$ cat src/rtl/trig_pkg.sv
// Shared constants for the trigger qualifier: trigger source modes and FSM state encoding.
package trig_pkg;

    localparam logic [1:0] TRIG_MODE_EXT_PULSE = 2'd0;
    localparam logic [1:0] TRIG_MODE_EXT_LEVEL = 2'd1;
    localparam logic [1:0] TRIG_MODE_SOFT      = 2'd2;
    localparam logic [1:0] TRIG_MODE_RSVD      = 2'd3;

    localparam int TRIG_STATE_W = 2;

    typedef enum logic [TRIG_STATE_W-1:0] {
        ST_IDLE     = 2'd0,
        ST_QUAL     = 2'd1,
        ST_ACTIVE   = 2'd2,
        ST_WAIT_REL = 2'd3
    } trig_state_e;

endpackage

$ cat src/rtl/sync_ff.sv
// Multi-flop synchroniser bringing an asynchronous pin into the local clock domain.
module sync_ff #(
    parameter int STAGES = 2
) (
    input  logic i_clk,
    input  logic i_rst_n,
    input  logic i_d,
    output logic o_q
);

    logic [STAGES-1:0] r_chain;

    always_ff @(posedge i_clk or negedge i_rst_n) begin
        if (!i_rst_n) begin
            r_chain <= '0;
        end else begin
            r_chain <= {r_chain[STAGES-2:0], i_d};
        end
    end

    assign o_q = r_chain[STAGES-1];

endmodule

$ cat src/rtl/trig_qualifier.sv
// Trigger front end: synchronises and width-qualifies the external pin, merges pulse/level/software
// sources into registered start/stop events and keeps saturating reject/overrun diagnostics.
module trig_qualifier
    import trig_pkg::*;
#(
    parameter int SYNC_STAGES = 2,
    parameter int WIDTH_W     = 24,
    parameter int CNT_W       = 16
) (
    input  logic               io_clk,
    input  logic               io_rst_n,
    input  logic               io_pulseIn,
    input  logic [1:0]         cfg_mode,
    input  logic               cfg_trigLow,
    input  logic [WIDTH_W-1:0] cfg_minWidth,
    input  logic               sw_start,
    input  logic               sw_stop,
    input  logic               seq_busy,
    output logic               o_trigStart,
    output logic               o_trigStop,
    output logic               o_trigActive,
    output logic [CNT_W-1:0]   o_rejectCnt,
    output logic [CNT_W-1:0]   o_overrunCnt
);

    function automatic logic [CNT_W-1:0] sat_inc(input logic [CNT_W-1:0] v);
        return (&v) ? v : v + 1'b1;
    endfunction

    localparam logic [WIDTH_W-1:0] ONE_W = {{(WIDTH_W-1){1'b0}}, 1'b1};

    trig_state_e        r_state;
    logic [1:0]         r_mode_q;
    logic               r_trigLow_q;
    logic [WIDTH_W-1:0] r_w_q;
    logic [WIDTH_W-1:0] r_qcnt;

    logic               w_sync;
    logic               w_idle;
    logic               w_act;
    logic               w_ext_live;
    logic [WIDTH_W-1:0] w_wmin;
    logic               w_qual_done;
    logic [WIDTH_W-1:0] w_qcnt_next;

    sync_ff #(
        .STAGES (SYNC_STAGES)
    ) u_sync (
        .i_clk   (io_clk),
        .i_rst_n (io_rst_n),
        .i_d     (io_pulseIn),
        .o_q     (w_sync)
    );

    // In IDLE the live configuration is in force; elsewhere the copy captured on the way out of IDLE.
    assign w_idle      = (r_state == ST_IDLE);
    assign w_act       = w_sync ^ (w_idle ? cfg_trigLow : r_trigLow_q);
    assign w_ext_live  = (cfg_mode == TRIG_MODE_EXT_PULSE) || (cfg_mode == TRIG_MODE_EXT_LEVEL);
    assign w_wmin      = (r_w_q == '0) ? ONE_W : r_w_q;
    assign w_qual_done = (r_qcnt >= w_wmin);
    assign w_qcnt_next = (&r_qcnt) ? r_qcnt : r_qcnt + ONE_W;

    always_ff @(posedge io_clk or negedge io_rst_n) begin
        if (!io_rst_n) begin
            r_state      <= ST_IDLE;
            r_mode_q     <= TRIG_MODE_EXT_PULSE;
            r_trigLow_q  <= 1'b0;
            r_w_q        <= '0;
            r_qcnt       <= '0;
            o_trigStart  <= 1'b0;
            o_trigStop   <= 1'b0;
            o_trigActive <= 1'b0;
            o_rejectCnt  <= '0;
            o_overrunCnt <= '0;
        end else begin
            o_trigStart <= 1'b0;
            o_trigStop  <= 1'b0;
            case (r_state)
                ST_IDLE: begin
                    r_mode_q    <= cfg_mode;
                    r_trigLow_q <= cfg_trigLow;
                    r_w_q       <= cfg_minWidth;
                    if (w_ext_live && w_act) begin
                        r_qcnt  <= ONE_W;
                        r_state <= ST_QUAL;
                    end else if ((cfg_mode == TRIG_MODE_SOFT) && sw_start) begin
                        o_trigStart  <= 1'b1;
                        o_trigActive <= 1'b1;
                        r_state      <= ST_ACTIVE;
                    end
                end
                ST_QUAL: begin
                    if (!w_act) begin
                        o_rejectCnt <= sat_inc(o_rejectCnt);
                        r_state     <= ST_IDLE;
                    end else if (w_qual_done) begin
                        if (seq_busy) begin
                            o_overrunCnt <= sat_inc(o_overrunCnt);
                            r_state      <= ST_WAIT_REL;
                        end else if (r_mode_q == TRIG_MODE_EXT_LEVEL) begin
                            o_trigStart  <= 1'b1;
                            o_trigActive <= 1'b1;
                            r_state      <= ST_ACTIVE;
                        end else begin
                            o_trigStart <= 1'b1;
                            r_state     <= ST_WAIT_REL;
                        end
                    end else begin
                        r_qcnt <= w_qcnt_next;
                    end
                end
                ST_ACTIVE: begin
                    if (r_mode_q == TRIG_MODE_EXT_LEVEL) begin
                        if (!w_act) begin
                            o_trigStop   <= 1'b1;
                            o_trigActive <= 1'b0;
                            r_state      <= ST_IDLE;
                        end
                    end else if (r_mode_q == TRIG_MODE_SOFT) begin
                        if (sw_stop) begin
                            o_trigStop   <= 1'b1;
                            o_trigActive <= 1'b0;
                            r_state      <= ST_IDLE;
                        end
                    end else begin
                        // Unreachable for pulse/reserved modes; recover quietly.
                        o_trigActive <= 1'b0;
                        r_state      <= ST_IDLE;
                    end
                end
                ST_WAIT_REL: begin
                    if (!w_act) begin
                        r_state <= ST_IDLE;
                    end
                end
                default: begin
                    r_state <= ST_IDLE;
                end
            endcase
        end
    end

endmodule

$ cat config.mk
export PLATFORM = sky130hd
export DESIGN_NAME = trig_qualifier
export DESIGN_NICKNAME = d
export VERILOG_FILES = /design/src/rtl/trig_pkg.sv /design/src/rtl/sync_ff.sv /design/src/rtl/trig_qualifier.sv
export SDC_FILE = /design/constraint.sdc
export NUM_CORES = 1
export LEC_CHECK = 0
export ABC_AREA = 1
export BUFFER_PORTS_ARGS = -buffer_cell sky130_fd_sc_hd__buf_2
export CORE_AREA = 2 2 109 111
export DETAILED_ROUTE_END_ITERATION = 10
export DIE_AREA = 0 0 111 113
export PLACE_DENSITY = 0.76
export SYNTH_ARGS = -nofsm -noshare
export SYNTH_HDL_FRONTEND = slang
export SYNTH_HIERARCHICAL = 1
export SYNTH_SLANG_ARGS = --single-unit
export TNS_END_PERCENT = 30
$ cat constraint.sdc
create_clock -name io_clk -period 2.3 [get_ports io_clk]
set_input_delay 0.345 -clock io_clk [delete_from_list [all_inputs] [get_ports io_clk]]
set_output_delay 0.345 -clock io_clk [all_outputs]
set_load 0.005 [all_outputs]
* Yosys cells after proc, flatten, opt, wreduce, memory -nomap -nowiden
Index checks and enable logic that the tools add are counted.
Storage, ports and cells: bits in registers 90, latch bits 0, memory bits (writable) 0, bits in read-only memories 0, input bits 33, output and inout port bits 35, word-level logic and storage cells 95, memories 0
Cells by class: add/subtract/negate cells 3, $mul 0, divide/modulo/power cells 0, order comparisons 1, equal/unequal tests 20, shifts and indexed selects 0, multiplexer cells 40, bitwise operators 4, reduce and logical (&&, ||, !) cells 16
Operator list (count):
- $mux 24 | 5
- $pmux 24 s2 | 1
- $add 16x1->16 const B | 2
- $reduce_and 16->1 | 2
- $add 24x1->24 const B | 1
- $ge 24x24->1 | 1
- $logic_not 24->1 | 1
- $reduce_and 24->1 | 1
- $mux 1 | 23
- $mux 2 | 8
- $ne 2x2->1 const B | 7
- $reduce_and 5->1 | 2
- $reduce_and 9->1 | 1
- $eq 2x2->1 const B | 4
- $pmux 2 s4 | 1
- $eq 2x1->1 const B | 3
- $ne 3x3->1 const B | 2
- $reduce_and 3->1 | 2
- $logic_not 2->1 | 2
- $ne 2x1->1 const B | 2
- $ne 4x4->1 const B | 1
- $ne 3x1->1 const B | 1
- $not 1->1 | 3
- $pmux 1 s3 | 1
- other kinds (6) | 7

* Logic depth before layout (Yosys ltp)
Gate-level depths: netlist of the first run.
depth in word-level cells 6, depth in mapped cells 18, gate-level depth less buffers 17

* Hierarchy
The synthesis of the first run kept the hierarchy.
Modules (own cells, without submodules):
- trig_qualifier | times used 1, cells an instance 753, area an instance 5515.3 sq um, sequential area each 2202.1 sq um
- sync_ff | times used 1, cells an instance 2, area an instance 50.0 sq um, sequential area each 50.0 sq um

* Least setup slack after synthesis of the first run
Ideal clock, no wire load.
path kind reg-to-reg, from reg r_w_q[10], to reg r_qcnt[17], setup time 0.117 ns, data arrival time 2.057 ns, data required time 2.183 ns, setup slack 0.126 ns, cell stages (with the launch flop) 19, buffers on the path 1, period minus slack after synthesis 2.174 ns, cell sequence dfrtp_1 inv_1 nand3_1 nor4_1 nand4_1 nand2_1 ha_1 nand2_1 nor2_1 nand3b_1 nor2_1 nor2_1 nor2_1 nand2_1 nand2_4 nand2_4 buf_6 nand2_1 nand2_1
Between the ends: word-level cells in the longest chain between the ends 5
RTL lines:
- from (decl) | RTL line trig_qualifier.sv:35 | logic [WIDTH_W-1:0] r_w_q;
- from (signal assigned) | RTL line trig_qualifier.sv:82 | r_w_q <= cfg_minWidth;
- $logic_not 24->1 | RTL line trig_qualifier.sv:59 | assign w_wmin = (r_w_q == '0) ? ONE_W : r_w_q;
- $mux 24 * | RTL line trig_qualifier.sv:59
- $ge 24x24->1 * | RTL line trig_qualifier.sv:60 | assign w_qual_done = (r_qcnt >= w_wmin);
- $ne 2x2->1 (no line) *
- $reduce_and 5->1 (no line) *
- to (signal assigned) | RTL line trig_qualifier.sv:109 | r_qcnt <= w_qcnt_next;
- to (decl) | RTL line trig_qualifier.sv:36 | logic [WIDTH_W-1:0] r_qcnt;
Mark *: on every way between the ends. The rest lies on a longest branch, timed or not. A chain may end at the register's enable or synchronous reset.

* Final worst setup path of the first run
from reg r_w_q[22], to reg r_qcnt[14]
Same word-level chain as after synthesis.

==> metrics.txt, run 1 <==
run status finished, violations left; failing checks negative setup slack; Post-synth EDFFs 0; flop-to-flop setup slack -0.09 ns; WP data required 2.55 ns; Worst Reg-to-Reg Cells 18; peak supply drop 0.000933 V; Die Y-Extent ~110 microns; area leader, netlist dfrtp_1; synthesized area 0.00557 sq mm; hold wc startpoint io_pulseIn; Post-Place Worst Slack -0.297 ns; Final Max Tran Viols 0; CP arrival 2.63 ns; Port-buffer cells 67; PwrDens 898 mW/mm^2; Ys Warns 6; GRT Overall Usage 0.222; Avg WL per Cell 13.6 microns; RSZ-0062 raised after global routing yes; Final Hold Fails 0; grt ovf 0; routed vias/inst roughly 5; Sequential Area 0.00225 sq mm; Initial DRC Count roughly 220; Primary FF master, synth dfrtp_1; CTS buffer count 9; top cell type's share of synthesized area 0.405; max-cap violations 0; clock buffer depth 2; Max Fclk between 0.4 and 0.5 GHz; Final Worst Setup Slack -0.0864 ns; initial antenna violation count 0; DRC 0; fraction of registers with async set/reset 1.00; most frequent cells after synthesis 233 x nand2_1, 90 x dfrtp_1, 84 x inv_1, 84 x nor2_1, 52 x nand3_1; # fillers 1,034; CTS tree done; Cells after Synth about 760; total die area 0.0125 sq mm; multi-input combinational cell area about 0.0030 sq mm; net count after synthesis 815; kind of critical path flop to flop; Total Nets Final 921; most instantiated library cell after synthesis nand2_1; row count 39; layout cells sized above 1 0.177; largest net degree at the start of global routing 57; max_slew headroom 0.661; post-route minimum period 2.39 ns; Vias 5,146; hold crit path type primary input to flop; crit path launch type flop; synthesis-to-layout area growth 20.7%; Total Wirelength 13,700 microns; ANT nets after route 0; Ports 68; hold depth 1; Setup Skew 0.0109 ns; Clock transition at path regs 0.07 ns; chip width 111 microns; Pleak 3.38 nW; Distinct cells, synth 31; worst slew pin tran 0.505 ns; Core Box Area approximately 0.011 sq mm; ANT cells 0; reg2reg start r_w_q[22]; Pre-antenna DRT Iters 4; clock sinks 90; crit path max fanout 12; post-detail-place hpwl a little under 10,000 microns; Final setup viols 24; Clk Latency, worst-skew pair 0.35 ns; CTS H-Tree Depth 3; vias in the first global route 4,929; reg-to-reg endpoint r_qcnt[14]; Final Wtd Congestion 0.912; #FFs+latches synth 90; WHS 0.0972 ns; WHS Endpoint u_sync/r_chain[0]; Avg Inst Size Synth 7.37 sq um; share of the clock period used by the worst path 1.04; first-pass GRT wire length roughly 23,000 microns; CP Capture Type flop; CTS root buf clkbuf_16; Synth area leaders dfrtp_1 40%, nand2_1 16%, ha_1 6.1%; Initial Util 0.494; Seq/Total Area, Yosys 0.405
-- critical path, cell delays in order (launching register included) --
cell and delay, ns:
dfrtp_1 0.35, inv_1 0.06, nand4_1 0.13, nor4_2 0.15, buf_4 0.16, nand4_1 0.08, nand2_1 0.07, ha_1 0.21
nand2_1 0.07, nor2_2 0.04, nand3b_1 0.14, nor2_1 0.09, nor2_1 0.05, nor2_1 0.13, nand2_1 0.10, nand2_4 0.14
nand2_4 0.15, nand2_1 0.10, nand2_1 0.05
-- kinds of logic (layout without fill, tap and decap cells) --
kind of cell    after synthesis  count (layout)  share of synthesized area
buf+inv                     102             212                     0.0749
compound gates               65              65                     0.0605
xor+xnor                     44              44                     0.0692
fa+ha+maj                    27              27                     0.0607
simple gates                427             428                      0.330
flops                        90              90                      0.405
-- metal layers --
metal,share of wire,GRT usage,up-vias
met1,0.45,0.292,2369
met4,0.020,0.0842,0
met2,0.47,0.372,137
met3,0.058,0.0380,20
met5,0,0,-
li1,-,-,2620
-- through the flow --
step                      TNS (ns)  utilization  cell area [sq um]  total power, mW  cells
after floorplan                  0            -               5570             3.62    755
after global placement       -6.85        0.560               6310             4.29    990
after detailed placement     -8.38        0.560               6310             4.34    990
after CTS                    -2.74        0.590               6650             5.94   1007
after global routing         -9.43        0.596               6720             6.44   1009
final                        -1.57        0.596               6720             6.03   1009
-- what timing repair did --
| item | in CTS | in global routing |
|---|---|---|
| hold buffers | 1 | 0 |
| pin swaps | 2 | 6 |
| endpoints found under the hold margin | 34 | 0 |
| setup buffers | 0 | 1 |
| gates resized for setup | 4 | 19 |
| gates cloned | 0 | 1 |
| setup endpoints to repair | 43 | 44 |
-- registers in the layout, indices dropped and copies added, names as in the netlist --
register,count
o_overrunCnt,16
o_rejectCnt,16
o_trigActive,1
o_trigStart,1
o_trigStop,1
r_mode_q,2
r_qcnt,24
r_state,2
r_trigLow_q,1
r_w_q,24
u_sync/r_chain,2
-- power by group --
part           internal [mW]  total (mW)  switching [mW]
clock                  0.907        1.53           0.625
sequential              1.95        2.20           0.257
combinational          0.843        2.29            1.45
total                   3.70        6.03            2.33
-- worst max-delay path by stage --
stage                    from          to  slack, ns  cells after the start
finish              r_w_q[22]  r_qcnt[14]      -0.09                     18
global route        r_w_q[23]  r_qcnt[11]      -0.33                     18
CTS                 r_w_q[15]  r_qcnt[14]      -0.13                     17
detailed placement  r_w_q[10]  r_qcnt[14]      -0.30                     17
global placement    r_w_q[10]   r_qcnt[1]      -0.24                     17
floorplan           r_w_q[10]  r_qcnt[17]       0.13                     18
-- placed cells by master (no fill, tap or decap), types with 12 or more instances in the layout --
cell     synthesis  layout
nand2_1        233     231
dfrtp_1         90      90
nor2_1          84      80
inv_1           84      79
buf_2            3      66
nand3_1         52      51
o21ai_0         49      47
buf_4            2      39
xor2_1          32      32
ha_1            27      27
nand4_1         20      20
nor3_1          14      14
xnor2_1         12      12
-- cell type report --
type | count | area share
Multi-Input combinational cell | 564 | 0.442
Sequential cell | 90 | 0.335
Timing Repair Buffer | 110 | 0.102
Inverter | 86 | 0.0481
Clock buffer | 13 | 0.0388
Tap cell | 143 | 0.0266
Clock inverter | 3 | 0.00689
Note: power is estimated with default switching activity, not from simulation.
==> run 2: changes to the inputs <==
GPL_TIMING_DRIVEN = 0   (was default)
PLACE_DENSITY = default   (was 0.76)
PLACE_DENSITY_LB_ADDON = 0.08   (was default)
==> run 2 against run 1 <==
The run still ends with negative setup slack left. Sequential cell count did not move. Clock skew barely moved. Utilization fell by 1.0 points. Register-to-register slack got worse by 0.09 ns. Combinational power barely moved. Clock-buffer cell count fell by 3. Global-route usage rose by 1.2 points. Largest cell class unchanged. Highest routed layer unchanged.
==> metrics.txt, run 2 (synthesis results as in run 1) <==
run status finished, violations left; failing checks negative setup slack; RSZ-0062 raised after global routing yes; Final Max Tran Viols 0 (unchanged); max_slew headroom 0.618 (-0.0426); CTS root buf clkbuf_16; CTS buffer count 9 (unchanged); Final Cell Area 0.00660 sq mm (-1.7%); top flop regs r_qcnt (24), r_w_q (24); peak supply drop 0.000464 V (-50%); Clock transition at path regs 0.06 ns (about the same); flop-to-flop setup slack -0.18 ns (-0.09 ns); Placed Area 0.00611 sq mm (-3.2%); Pleak 3.28 nW (-3.0%); Sequential Area 0.00225 sq mm (unchanged); chip width 111 microns (unchanged); initial antenna violation count 0 (unchanged); Final setup viols 28 (+17%); ANT cells 0 (unchanged); Final Hold Fails 0 (unchanged); post-detail-place hpwl 10,300 microns (+4.7%); Port-buffer cells 67 (unchanged); crit path max fanout 10 (-2); total die area 0.0125 sq mm (unchanged); CTS H-Tree Depth 3 (unchanged); Avg WL per Cell 14.1 microns (+4.1%); Initial Util 0.494 (unchanged); Slowest cell on crit path dfrtp_1; cell mode on critical path nand2_1; crit path launch type flop; Pre-antenna DRT Iters 5 (+1); CP Capture Type flop; clock sinks 90 (unchanged); ANT nets after route 0 (unchanged); commonest non-fill, non-tap cells in the layout 225 x nand2_1, 90 x dfrtp_1, 82 x nor2_1, 73 x inv_1, 68 x buf_2; row count 39 (unchanged); first-pass GRT wire length 23,800 microns (+5.0%); share of the clock period used by the worst path 1.08 (+0.0410); CTS tree done; Crit path largest cell delay 0.37 ns (+0.02 ns); most common cell after layout, fill and taps aside nand2_1; Final Wtd Congestion 0.880 (-3.5%); Total Nets Final 902 (-2.1%); Clk Latency, worst-skew pair 0.35 ns (about the same); Core Box Area 0.0113 sq mm (unchanged); worst slew pin tran 0.573 ns (+0.0686 ns); Initial DRC Count 235 (+5.4%); CP arrival 2.72 ns (+0.09 ns); GRT Overall Usage 0.234 (+0.0121); Max Fclk 0.403 GHz (-3.8%); max-cap violations 0 (unchanged); multi-input combinational cell area 0.00301 sq mm (+1.4%); Setup Skew 0.0106 ns (-0.000308 ns); Final Worst Setup Slack -0.181 ns (-0.0944 ns); clock buffer depth 2 (unchanged); DRC 0 (unchanged); Ports 68 (unchanged); WP data required 2.54 ns (about the same); Vias 5,127 (-0.37%); Die Y-Extent 113 microns (unchanged); synthesis-to-layout area growth 18.6%; layout cells sized above 1 0.168 (-0.00902); routed vias/inst 5.18 (+1.5%); post-route minimum period 2.48 ns (+0.0944 ns); crit-path cells inv_2, nand4_1, nor4_4, nand4_1, nand2_1, ha_1, nand2_1, nor2_1, nand3b_1, nor2_1, nor2_1, nor2_2, nand2_2, nand2_4, nand2_8, buf_8, nand2_1, nand2_1; kind of critical path flop to flop; hold crit path type primary input to flop; vias in the first global route 5,099 (+3.4%); largest net degree at the start of global routing 51 (-11%); grt ovf 0 (unchanged); final total power 6.00 mW (-0.41%); Total Wirelength 14,000 microns (+2.1%); PwrDens 909 mW/mm^2 (+1.3%); # fillers 1,064 (+2.9%)
[run 2: changes by cell type in the layout (fill, tap and decap cells not counted), sizes merged]
cell,before,now
inv,87,88
clkinv,0,2
nand2,241,240
clkbuf,13,18
buf,109,83
[run 2: worst paths after layout]
path	cells past startpoint	from	to
min in group asynchronous	2	io_rst_n	r_w_q[5]
max reg2reg	18	r_w_q[22]	r_qcnt[23]
max in group asynchronous	3	io_rst_n	r_qcnt[23]
min	1	io_pulseIn	u_sync/r_chain[0]
min reg2reg	0	u_sync/r_chain[0]	u_sync/r_chain[1]
max	18	r_w_q[22]	r_qcnt[23]
[run 2: through the flow]
stage               setup slack (ns)   util  cells  setup TNS, ns  hold slack (ns)
finish                        -0.181  0.586    990          -3.88            0.102
global route                  -0.356  0.586    990          -9.77           0.0987
CTS                           -0.192  0.581    990          -4.09           0.0916
detailed placement            -0.546  0.542    966         -18.22            0.339
global placement              -0.545  0.539    965         -18.58            0.337
floorplan                      0.126      -    755              0           0.0494
[run 2: worst max-delay path: cells and delay by family, from the launching register on]
kind / cells / cell delay [ns]
fa+ha+maj: 1 / 0.21
buf+inv: 2 / 0.22
flops: 1 / 0.37
simple gates: 15 / 1.54
[run 2: metal layers]
| metal | global-route usage | share of wire | vias up |
|---|---|---|---|
| met4 | 0.0858 | 0.017 | 0 |
| met5 | 0 | 0 | - |
| met3 | 0.0311 | 0.030 | 12 |
| li1 | - | - | 2598 |
| met2 | 0.405 | 0.49 | 92 |
| met1 | 0.304 | 0.46 | 2425 |
[run 2: area by class of cell]
cell class	count	area share
multi-input cells	563	0.456
flip-flops and latches	90	0.341
repair buffers	76	0.0654
inverters	86	0.0493
clock buffers	10	0.0347
well taps	143	0.0271
plain buffers	16	0.0169
clock inverters	6	0.00985
[run 2: repair_timing]
action	in CTS	in global routing
hold buffers	1	0
buffers inserted	6	0
endpoints found under the hold margin	3	0
gates resized for setup	31	20
pin swaps	7	3
gates cloned	1	0
endpoints found under the setup margin	44	48
[run 2: where the power goes]
part	leakage (nW)	switching, mW	internal, mW
registers	1.14	0.290	1.95
clock network	0.143	0.647	0.847
logic	2.00	1.46	0.812
total	3.28	2.40	3.61
